**src/rtl/seq_pkg.sv**
```systemverilog
// ============================================================================
// Module  : seq_pkg
// Brief   : Command/ALU encodings and controller state type for alu_mem_sequencer.
// Rev     : 1.0
// ============================================================================
`default_nettype none

package seq_pkg;

    localparam logic [1:0] CMD_ALU   = 2'b00;
    localparam logic [1:0] CMD_LOAD  = 2'b01;
    localparam logic [1:0] CMD_STORE = 2'b10;
    localparam logic [1:0] CMD_LOADI = 2'b11;

    localparam logic [2:0] OP_AND = 3'd0;
    localparam logic [2:0] OP_OR  = 3'd1;
    localparam logic [2:0] OP_XOR = 3'd2;
    localparam logic [2:0] OP_NOR = 3'd3;
    localparam logic [2:0] OP_ADD = 3'd4;
    localparam logic [2:0] OP_SUB = 3'd5;
    localparam logic [2:0] OP_SLT = 3'd6;
    localparam logic [2:0] OP_SLL = 3'd7;

    typedef enum logic [1:0] {
        ST_IDLE     = 2'd0,
        ST_EXEC     = 2'd1,
        ST_MEM_WAIT = 2'd2,
        ST_DONE     = 2'd3
    } state_t;

endpackage

`default_nettype wire

```
**src/rtl/alu_core.sv**
```systemverilog
// ============================================================================
// Module  : alu_core
// Brief   : Combinational ALU: logic ops, add/sub with signed overflow, slt, sll.
// Rev     : 1.0
// ============================================================================
`default_nettype none

module alu_core #(
    parameter int DATA_W = 32
) (
    input  logic [DATA_W-1:0] i_a,
    input  logic [DATA_W-1:0] i_b,
    input  logic [2:0]        i_op,
    output logic [DATA_W-1:0] o_f,
    output logic              o_zf,
    output logic              o_of
);
    import seq_pkg::*;

    localparam int SH_W = $clog2(DATA_W);
    localparam int MSB  = DATA_W - 1;

    logic [DATA_W-1:0] w_sum;
    logic [DATA_W-1:0] w_diff;

    assign w_sum  = i_a + i_b;
    assign w_diff = i_a - i_b;

    always_comb begin
        o_f  = '0;
        o_of = 1'b0;
        case (i_op)
            OP_AND: o_f = i_a & i_b;
            OP_OR:  o_f = i_a | i_b;
            OP_XOR: o_f = i_a ^ i_b;
            OP_NOR: o_f = ~(i_a | i_b);
            OP_ADD: begin
                o_f  = w_sum;
                o_of = (i_a[MSB] == i_b[MSB]) && (w_sum[MSB] != i_a[MSB]);
            end
            OP_SUB: begin
                o_f  = w_diff;
                o_of = (i_a[MSB] != i_b[MSB]) && (w_diff[MSB] != i_a[MSB]);
            end
            OP_SLT: o_f = {{(DATA_W-1){1'b0}}, ($signed(i_a) < $signed(i_b))};
            // Only the low log2(DATA_W) bits of A count, so oversized amounts wrap.
            OP_SLL: o_f = i_b << i_a[SH_W-1:0];
            default: o_f = '0;
        endcase
    end

    assign o_zf = (o_f == '0);

endmodule

`default_nettype wire

```
**src/rtl/alu_mem_sequencer.sv**
```systemverilog
// ============================================================================
// Module  : alu_mem_sequencer
// Brief   : Register file + ALU + sync data memory driven by a serial command FSM.
// Rev     : 1.0
// ============================================================================
`default_nettype none

module alu_mem_sequencer #(
    parameter int DATA_W = 32,
    parameter int REG_AW = 5,
    parameter int MEM_AW = 6
) (
    input  logic              clk,
    input  logic              Reset,
    input  logic              start,
    input  logic [1:0]        cmd,
    input  logic [2:0]        alu_op,
    input  logic [REG_AW-1:0] rd,
    input  logic [REG_AW-1:0] rs,
    input  logic [REG_AW-1:0] rt,
    input  logic [MEM_AW-1:0] mem_addr,
    input  logic [DATA_W-1:0] imm,
    output logic              busy,
    output logic              done,
    output logic [DATA_W-1:0] result,
    output logic              ZF,
    output logic              OF,
    input  logic [REG_AW-1:0] dbg_addr,
    output logic [DATA_W-1:0] dbg_data
);
    import seq_pkg::*;

    localparam int NREG = 1 << REG_AW;
    localparam int NMEM = 1 << MEM_AW;

    state_t            r_state, w_next;
    logic [1:0]        r_cmd;
    logic [2:0]        r_op;
    logic [REG_AW-1:0] r_rd, r_rs, r_rt;
    logic [MEM_AW-1:0] r_maddr;
    logic [DATA_W-1:0] r_imm;
    logic [DATA_W-1:0] r_regs [NREG];
    logic [DATA_W-1:0] r_mem  [NMEM];
    logic [DATA_W-1:0] r_mem_rdata;
    logic [DATA_W-1:0] r_result;
    logic              r_zf, r_of;

    logic [DATA_W-1:0] w_rs_val, w_rt_val, w_alu_f, w_res;
    logic              w_alu_zf, w_alu_of, w_zf, w_of;
    logic              w_wb, w_mem_we, w_reg_we;

    always_ff @(posedge clk) begin
        if (Reset) r_state <= ST_IDLE;
        else       r_state <= w_next;
    end

    always_comb begin
        w_next = r_state;
        case (r_state)
            ST_IDLE:     if (start) w_next = ST_EXEC;
            ST_EXEC:     w_next = (r_cmd == CMD_LOAD) ? ST_MEM_WAIT : ST_DONE;
            ST_MEM_WAIT: w_next = ST_DONE;
            ST_DONE:     w_next = ST_IDLE;
            default:     w_next = ST_IDLE;
        endcase
    end

    // Write-back happens in EXEC, except LOAD which waits one cycle for read data.
    always_comb begin
        busy     = (r_state != ST_IDLE);
        done     = (r_state == ST_DONE);
        w_wb     = 1'b0;
        w_mem_we = 1'b0;
        case (r_state)
            ST_EXEC: begin
                w_wb     = (r_cmd != CMD_LOAD);
                w_mem_we = (r_cmd == CMD_STORE);
            end
            ST_MEM_WAIT: w_wb = 1'b1;
            default: ;
        endcase
    end

    always_ff @(posedge clk) begin
        if (r_state == ST_IDLE && start) begin
            r_cmd   <= cmd;
            r_op    <= alu_op;
            r_rd    <= rd;
            r_rs    <= rs;
            r_rt    <= rt;
            r_maddr <= mem_addr;
            r_imm   <= imm;
        end
    end

    assign w_rs_val = (r_rs == '0) ? '0 : r_regs[r_rs];
    assign w_rt_val = (r_rt == '0) ? '0 : r_regs[r_rt];

    alu_core #(.DATA_W(DATA_W)) u_alu (
        .i_a  (w_rs_val),
        .i_b  (w_rt_val),
        .i_op (r_op),
        .o_f  (w_alu_f),
        .o_zf (w_alu_zf),
        .o_of (w_alu_of)
    );

    always_comb begin
        w_res = '0;
        w_of  = 1'b0;
        case (r_cmd)
            CMD_ALU: begin
                w_res = w_alu_f;
                w_of  = w_alu_of;
            end
            CMD_LOAD:  w_res = r_mem_rdata;
            CMD_STORE: w_res = w_rt_val;
            CMD_LOADI: w_res = r_imm;
            default:   w_res = '0;
        endcase
        w_zf = (r_cmd == CMD_ALU) ? w_alu_zf : (w_res == '0);
    end

    assign w_reg_we = w_wb && (r_cmd != CMD_STORE) && (r_rd != '0);

    always_ff @(posedge clk) begin
        if (Reset) begin
            for (int i = 0; i < NREG; i++) r_regs[i] <= '0;
        end else if (w_reg_we) begin
            r_regs[r_rd] <= w_res;
        end
    end

    always_ff @(posedge clk) begin
        if (Reset) begin
            r_result <= '0;
            r_zf     <= 1'b0;
            r_of     <= 1'b0;
        end else if (w_wb) begin
            r_result <= w_res;
            r_zf     <= w_zf;
            r_of     <= w_of;
        end
    end

    // Memory is not cleared by reset; only the in-flight store is suppressed.
    always_ff @(posedge clk) begin
        if (w_mem_we && !Reset) r_mem[r_maddr] <= w_rt_val;
        r_mem_rdata <= r_mem[r_maddr];
    end

    assign result   = r_result;
    assign ZF       = r_zf;
    assign OF       = r_of;
    assign dbg_data = (dbg_addr == '0) ? '0 : r_regs[dbg_addr];

endmodule

`default_nettype wire

```
**config.mk**
```make
export PLATFORM = sky130hd
export DESIGN_NAME = alu_mem_sequencer
export DESIGN_NICKNAME = d
export VERILOG_FILES = /design/src/rtl/seq_pkg.sv /design/src/rtl/alu_core.sv /design/src/rtl/alu_mem_sequencer.sv
export SDC_FILE = /design/constraint.sdc
export NUM_CORES = 2
export LEC_CHECK = 0
export CELL_PAD_IN_SITES_DETAIL_PLACEMENT = 1
export CELL_PAD_IN_SITES_GLOBAL_PLACEMENT = 1
export CORE_MARGIN = 4
export CORE_UTILIZATION = 28
export DETAILED_ROUTE_END_ITERATION = 6
export GPL_TIMING_DRIVEN = 0
export PLACE_DENSITY = 0.55
export SYNTH_ARGS = -nofsm -noshare
export SYNTH_HDL_FRONTEND = slang
export SYNTH_HIERARCHICAL = 1
export SYNTH_SLANG_ARGS = --single-unit
```
**constraint.sdc**
```tcl
create_clock -name clk -period 19.23 [get_ports clk]
set_input_delay 1.923 -clock clk [delete_from_list [all_inputs] [get_ports clk]]
set_output_delay 1.923 -clock clk [all_outputs]
set_load 0.05 [all_outputs]
```
======== Yosys cells after proc, flatten, opt, wreduce, memory -nomap -nowiden ========
Memory sizes are Yosys's and may differ from the RTL's. A register that Yosys moved wholly into a read port is not among the register bits.
Index checks and enable logic that the tools add are counted.
operators by class
  $lt $le $gt $ge ......................... 1
  bitwise logic cells ..................... 4
  muxes and demuxes ....................... 25
  shifts and indexed selects .............. 1
  $mul .................................... 0
  add/sub/neg operators ................... 2
  divide/modulo/power cells ............... 0
  equal/unequal tests ..................... 20
  reduce and logical (&&, ||, !) cells .... 18
operators by type and width
  kind                                            number
  case mux 32 bit (8 select lines)                1
  two-way mux 32 bit                              4
  case mux 32 bit (4 select lines)                1
  zero test 32 bit                                2
  adder 32 bit                                    1
  AND 32 bit                                      1
  < comparator 32 bit                             1
  NOT 32 bit                                      1
  OR 32 bit                                       1
  OR reduction 32 bit                             1
  << shifter 32 x 5 -> 32 bit                     1
  subtractor 32 bit                               1
  bitwise XOR 32 bit                              1
  zero test 5 bit                                 3
  two-way mux 5 bit                               3
  == test 3 bit (second input constant)           4
  two-way mux 1 bit                               12
  == test 2 bit (second input constant)           4
  case mux 2 bit (4 select lines)                 1
  == test 3 x 2 -> 1 bit (second input constant)  2
  logical AND 1 bit                               6
  nonzero test 5 bit                              1
  == test 2 x 1 -> 1 bit (second input constant)  2
  zero test 2 bit                                 2
  10 further kinds                                14
storage, ports and cells
  bits in registers ....................... 94
  latch bits .............................. 0
  bits in writable memories ............... 3072
  bits of input ports ..................... 66
  memories ................................ 2
  word-level logic and storage cells ...... 84
  bits in read-only memories .............. 0
memory list
  name    words  bits a word  rd ports  clocked after Yosys merged registers in  wr ports  line                     RTL
  r_mem   64     32           1         1                                        1         alu_mem_sequencer.sv:43  logic [DATA_W-1:0] r_mem [NMEM];
  r_regs  32     32           3         2                                        32        alu_mem_sequencer.sv:42  logic [DATA_W-1:0] r_regs [NREG];

======== Logic depth before layout (Yosys ltp) ========
  depth after elaboration ................. 9
  mapped depth ............................ 31
  gate-level depth less buffers ........... 25

======== Cells and area by module ========
The synthesis kept the hierarchy.
by module, submodules not included
  module             seq. area each (µm²)  cells each  area an instance (µm²)  times used
  alu_mem_sequencer  95551.6               8109        138332.7                1
  alu_core           0.0                   1158        8316.7                  1

======== Least setup slack after synthesis ========
Ideal clock, no wire load.
  path type ............................... flip-flop to flip-flop
  from .................................... register (tool-made name)
  to ...................................... register r_zf (netlist: ZF)
  period minus slack after synthesis ...... 11688 ps
  data arrival time ....................... 11609 ps
  slack ................................... 7542 ps
  path buffers ............................ 5
  cell stages (with the launch flop) ...... 27
  setup time .............................. 79 ps
  cells stage by stage .................... dfxtp_1 -> buf_6 -> buf_6 -> buf_6 -> buf_4 -> mux2i_1 -> a22oi_1 -> a21oi_1 -> a2111oi_0 -> inv_1 -> ha_1 -> clkbuf_1 -> nand3_1 -> o21ai_0 -> nor3_1 -> a211oi_1 -> nor4_1 -> a211o_1 -> a2111o_1 -> o21a_2 -> mux2i_1 -> nor2_1 -> a221oi_2 -> nand4_1 -> nor3_1 -> nand4_1 -> a211oi_2
RTL lines
  what                  line                      RTL
  end signal, assigned  alu_mem_sequencer.sv:141  r_zf <= w_zf;
  end, declared         alu_mem_sequencer.sv:46   logic r_zf, r_of;

==> impl_metrics.sql <==
INSERT INTO impl_metrics (metric_group, metric, value, unit) VALUES
('floorplanning', 'initial_utilization', '0.281', ''),
('place', 'gp_congestion', '0.958', ''),
('yosys', 'synth_top_area_share', '0.641', ''),
('setup_path', 'crit_family', 'buffers and inverters', ''),
('place', 'post-dp-hpwl', '588000', 'µm'),
('power_and_ir_drop', 'worst_ir_drop_vdd', '0.000121', 'V'),
('sta', 'layout_setup_ws', '6.04', 'ns'),
('cts', 'cts.repair_timing.setup_buffer_count', '0', ''),
('final_layout', 'drive_above_1_share', '0.215', ''),
('final_layout', 'final_net_count', '10300', ''),
('floorplanning', 'floorplan_die_area', '535000', 'µm²'),
('setup_path', 'setup.worst_path.end_class', 'register', ''),
('sta', 'max_transition_viols_final', '390', ''),
('setup_path', 'critical_path_class', 'register to register', ''),
('yosys', 'post_synth_main_area_contributors', 'edfxtp_1 (64%), mux4_2 (14%), nor2_1 (3.4%), a22oi_1 (3.1%), a221oi_1 (1.6%)', ''),
('floorplanning', 'core_area', '521000', 'µm²'),
('sta', 'post_route_hold_slack', '0.506', 'ns'),
('status', 'outcome', 'finished with violations', ''),
('sta', 'post-route-period-util', '0.686', ''),
('setup_path', 'timing.critical_path.from_type', 'register', ''),
('yosys', 'synth.ff_latch_count', '3208', ''),
('sta', 'timing.max_slew.rel_slack', '-0.145', ''),
('cts', 'clockBufferDepth', '4', ''),
('cts', 'post_cts_resized', '0', ''),
('sta', 'report.final.setup_viol', '0', ''),
('drt', 'mean_number_of_vias_per_cell', '6.38', ''),
('final_layout', 'post-route-cell-area', '175000', 'µm²'),
('drt', 'detail_route.wirelength', '837000', 'µm'),
('yosys', 'synth_warnings', '6', ''),
('drt', 'detail_route.first_pass.iterations', '7', ''),
('power_and_ir_drop', 'power.static_leakage', '56.1', 'nW'),
('yosys', 'synth_ff_type', 'edfxtp_1', ''),
('power_and_ir_drop', 'power_per_cell_area', '167', 'nW/µm²'),
('floorplanning', 'die_height', '732', 'µm'),
('cts', 'clkSlewWorstSetupHoldPaths', '0.06', 'ns'),
('setup_path', 'slowest_stage', 'clkbuf_1', ''),
('run', 'maxCapViolCount', '46', ''),
('grt', 'antenna_found_initial', '117', ''),
('sta', 'post_layout_min_period', '13.19', 'ns'),
('cts', 'htree_num_levels', '5', ''),
('yosys', 'netlist_area', '147000', 'µm²'),
('cts', 'tritoncts', 'built', ''),
('drt', 'via_count', '111000', ''),
('hold_path', 'hold_path_class', 'register to register', ''),
('final_layout', 'final_core_util', '0.336', ''),
('yosys', 'synth.avg_cell_area', '15.8', 'µm²'),
('cts', 'cts_inserted_buffers', '353', ''),
('cts', 'clock_tree.root_cell', 'clkbuf_16', ''),
('grt', 'groute.usage.overall', '0.301', ''),
('sta', 'max_freq', '0.0758', 'GHz'),
('place', 'portBuffers', '129', ''),
('drt', 'post-route-drc-count', '0', ''),
('sta', 'setup_repair_after_global_routing_missed_its_margin', 'false', ''),
('place', 'placed_area', '163000', 'µm²'),
('sta', 'final_tns_setup', '0', 'ns'),
('setup_path', 'critical_path_buf_inv_count', '10', ''),
('grt', 'first_global_vias', '105000', ''),
('drt', 'post_drt_wl_per_cell', '47.9', 'µm'),
('setup_path', 'worstPathRequired', '20.11', 'ns'),
('setup_path', 'crit_path_max_incr_delay', '1.09', 'ns'),
('grt', 'globalRouteOverflowTotal', '0', ''),
('power_and_ir_drop', 'fin_total_pwr', '29.3', 'mW'),
('final_layout', 'stdcell_count', '17500', ''),
('status', 'violations_in_the_final_reports', 'max-capacitance violations, max-slew violations', ''),
('drt', 'drt.antenna.violating_nets', '0', ''),
('final_layout', 'final_common_cell', 'edfxtp_1', ''),
('final_layout', 'final_cell_mix', 'edfxtp_1 (3,130), nor2_1 (1,254), mux4_2 (904)', ''),
('yosys', 'synth_sequential_area_ratio', '0.652', ''),
('floorplanning', 'floorplan.die.width', '732', 'µm'),
('setup_path', 'worstPathMaxFanout', '11', ''),
('yosys', 'cell_count_after_synthesis', '9267', '');
==> area by class of cell <==
type | count | area, µm² | share of cell area
sequential | 3208 | 95600 | 0.546
buffer | 819 | 3710 | 0.0212
tap | 6942 | 8690 | 0.0496
clock buffer | 442 | 9270 | 0.0530
inverter | 120 | 473 | 0.00270
timing repair buffer | 441 | 6250 | 0.0357
antenna | 132 | 330 | 0.00189
multi-input combinational | 5151 | 48500 | 0.277
clock inverter | 210 | 2280 | 0.0130
==> tightest hold or removal path, delay by kind of cell (launching register included) <==
family           cells  cell delay (ns)
AO/OA/AOI/OAI        1             0.05
AND/OR/NAND/NOR      1             0.07
flip-flops           1             0.34
==> layer usage <==
layer,vias up,track usage,wire length [µm]
met2,9956,0.434,352000
met5,-,0.00178,630
li1,39700,-,-
met3,2237,0.117,120000
met4,74,0.183,62300
met1,59400,0.379,302000
==> report_power, final <==
part	internal [mW]	total, mW	switching, mW
registers	8.95	9.13	0.182
logic	3.55	13.2	9.61
clock network	3.96	7.03	3.07
total	16.5	29.3	12.9
==> logic make-up after synthesis <==
family	count (synthesis)	share of synthesized area
fa+ha+maj	109	0.00940
simple gates	1940	0.0570
buf+inv	939	0.0272
flops	3208	0.652
mux	1175	0.158
compound gates	1872	0.0953
other cells	1	0.0000256
xor+xnor	23	0.00137
==> flip-flops by register name, indices dropped and copies added (netlist names), 3 cells and up, named ones only <==
name and flops:
r_imm 32, r_maddr 6, r_mem 2048, r_mem_rdata 32, r_op 3, r_rd 5
r_regs 1024, r_rs 5, r_rt 5, result 32
==> synth_stat cells, types with 8 or more instances <==
library cell,number
nor4_1,63
nor2b_1,30
clkbuf_1,574
inv_1,110
nand3_1,69
dfxtp_1,78
nor3_1,51
a221oi_1,265
a21o_1,13
a21oi_1,194
o22ai_1,52
a22oi_1,610
or3_1,15
a22o_1,220
nand4_1,65
o211ai_1,19
o21ai_0,50
a211o_1,10
nor3b_1,8
buf_2,59
buf_4,22
o21ai_1,19
ha_1,107
o21a_1,12
nand2_1,177
buf_1,130
mux4_2,904
nor2_1,1327
and2_1,16
edfxtp_1,3130
and3_1,21
a211oi_1,38
nand2b_1,43
buf_6,23
o221ai_1,11
mux2_2,33
xnor2_1,21
o31ai_1,11
mux2i_1,229
a31oi_1,231
==> path summary, 6_finish.rpt <==
check / startpoint / to / slack, ns / depth (start not counted)
setup / recovery: register / ZF / 6.04 / 32
hold / removal: OF / OF / 0.51 / 2
setup reg to reg: register / ZF / 6.04 / 32
hold reg to reg: OF / OF / 0.51 / 2
(Power assumes the default switching activity.)
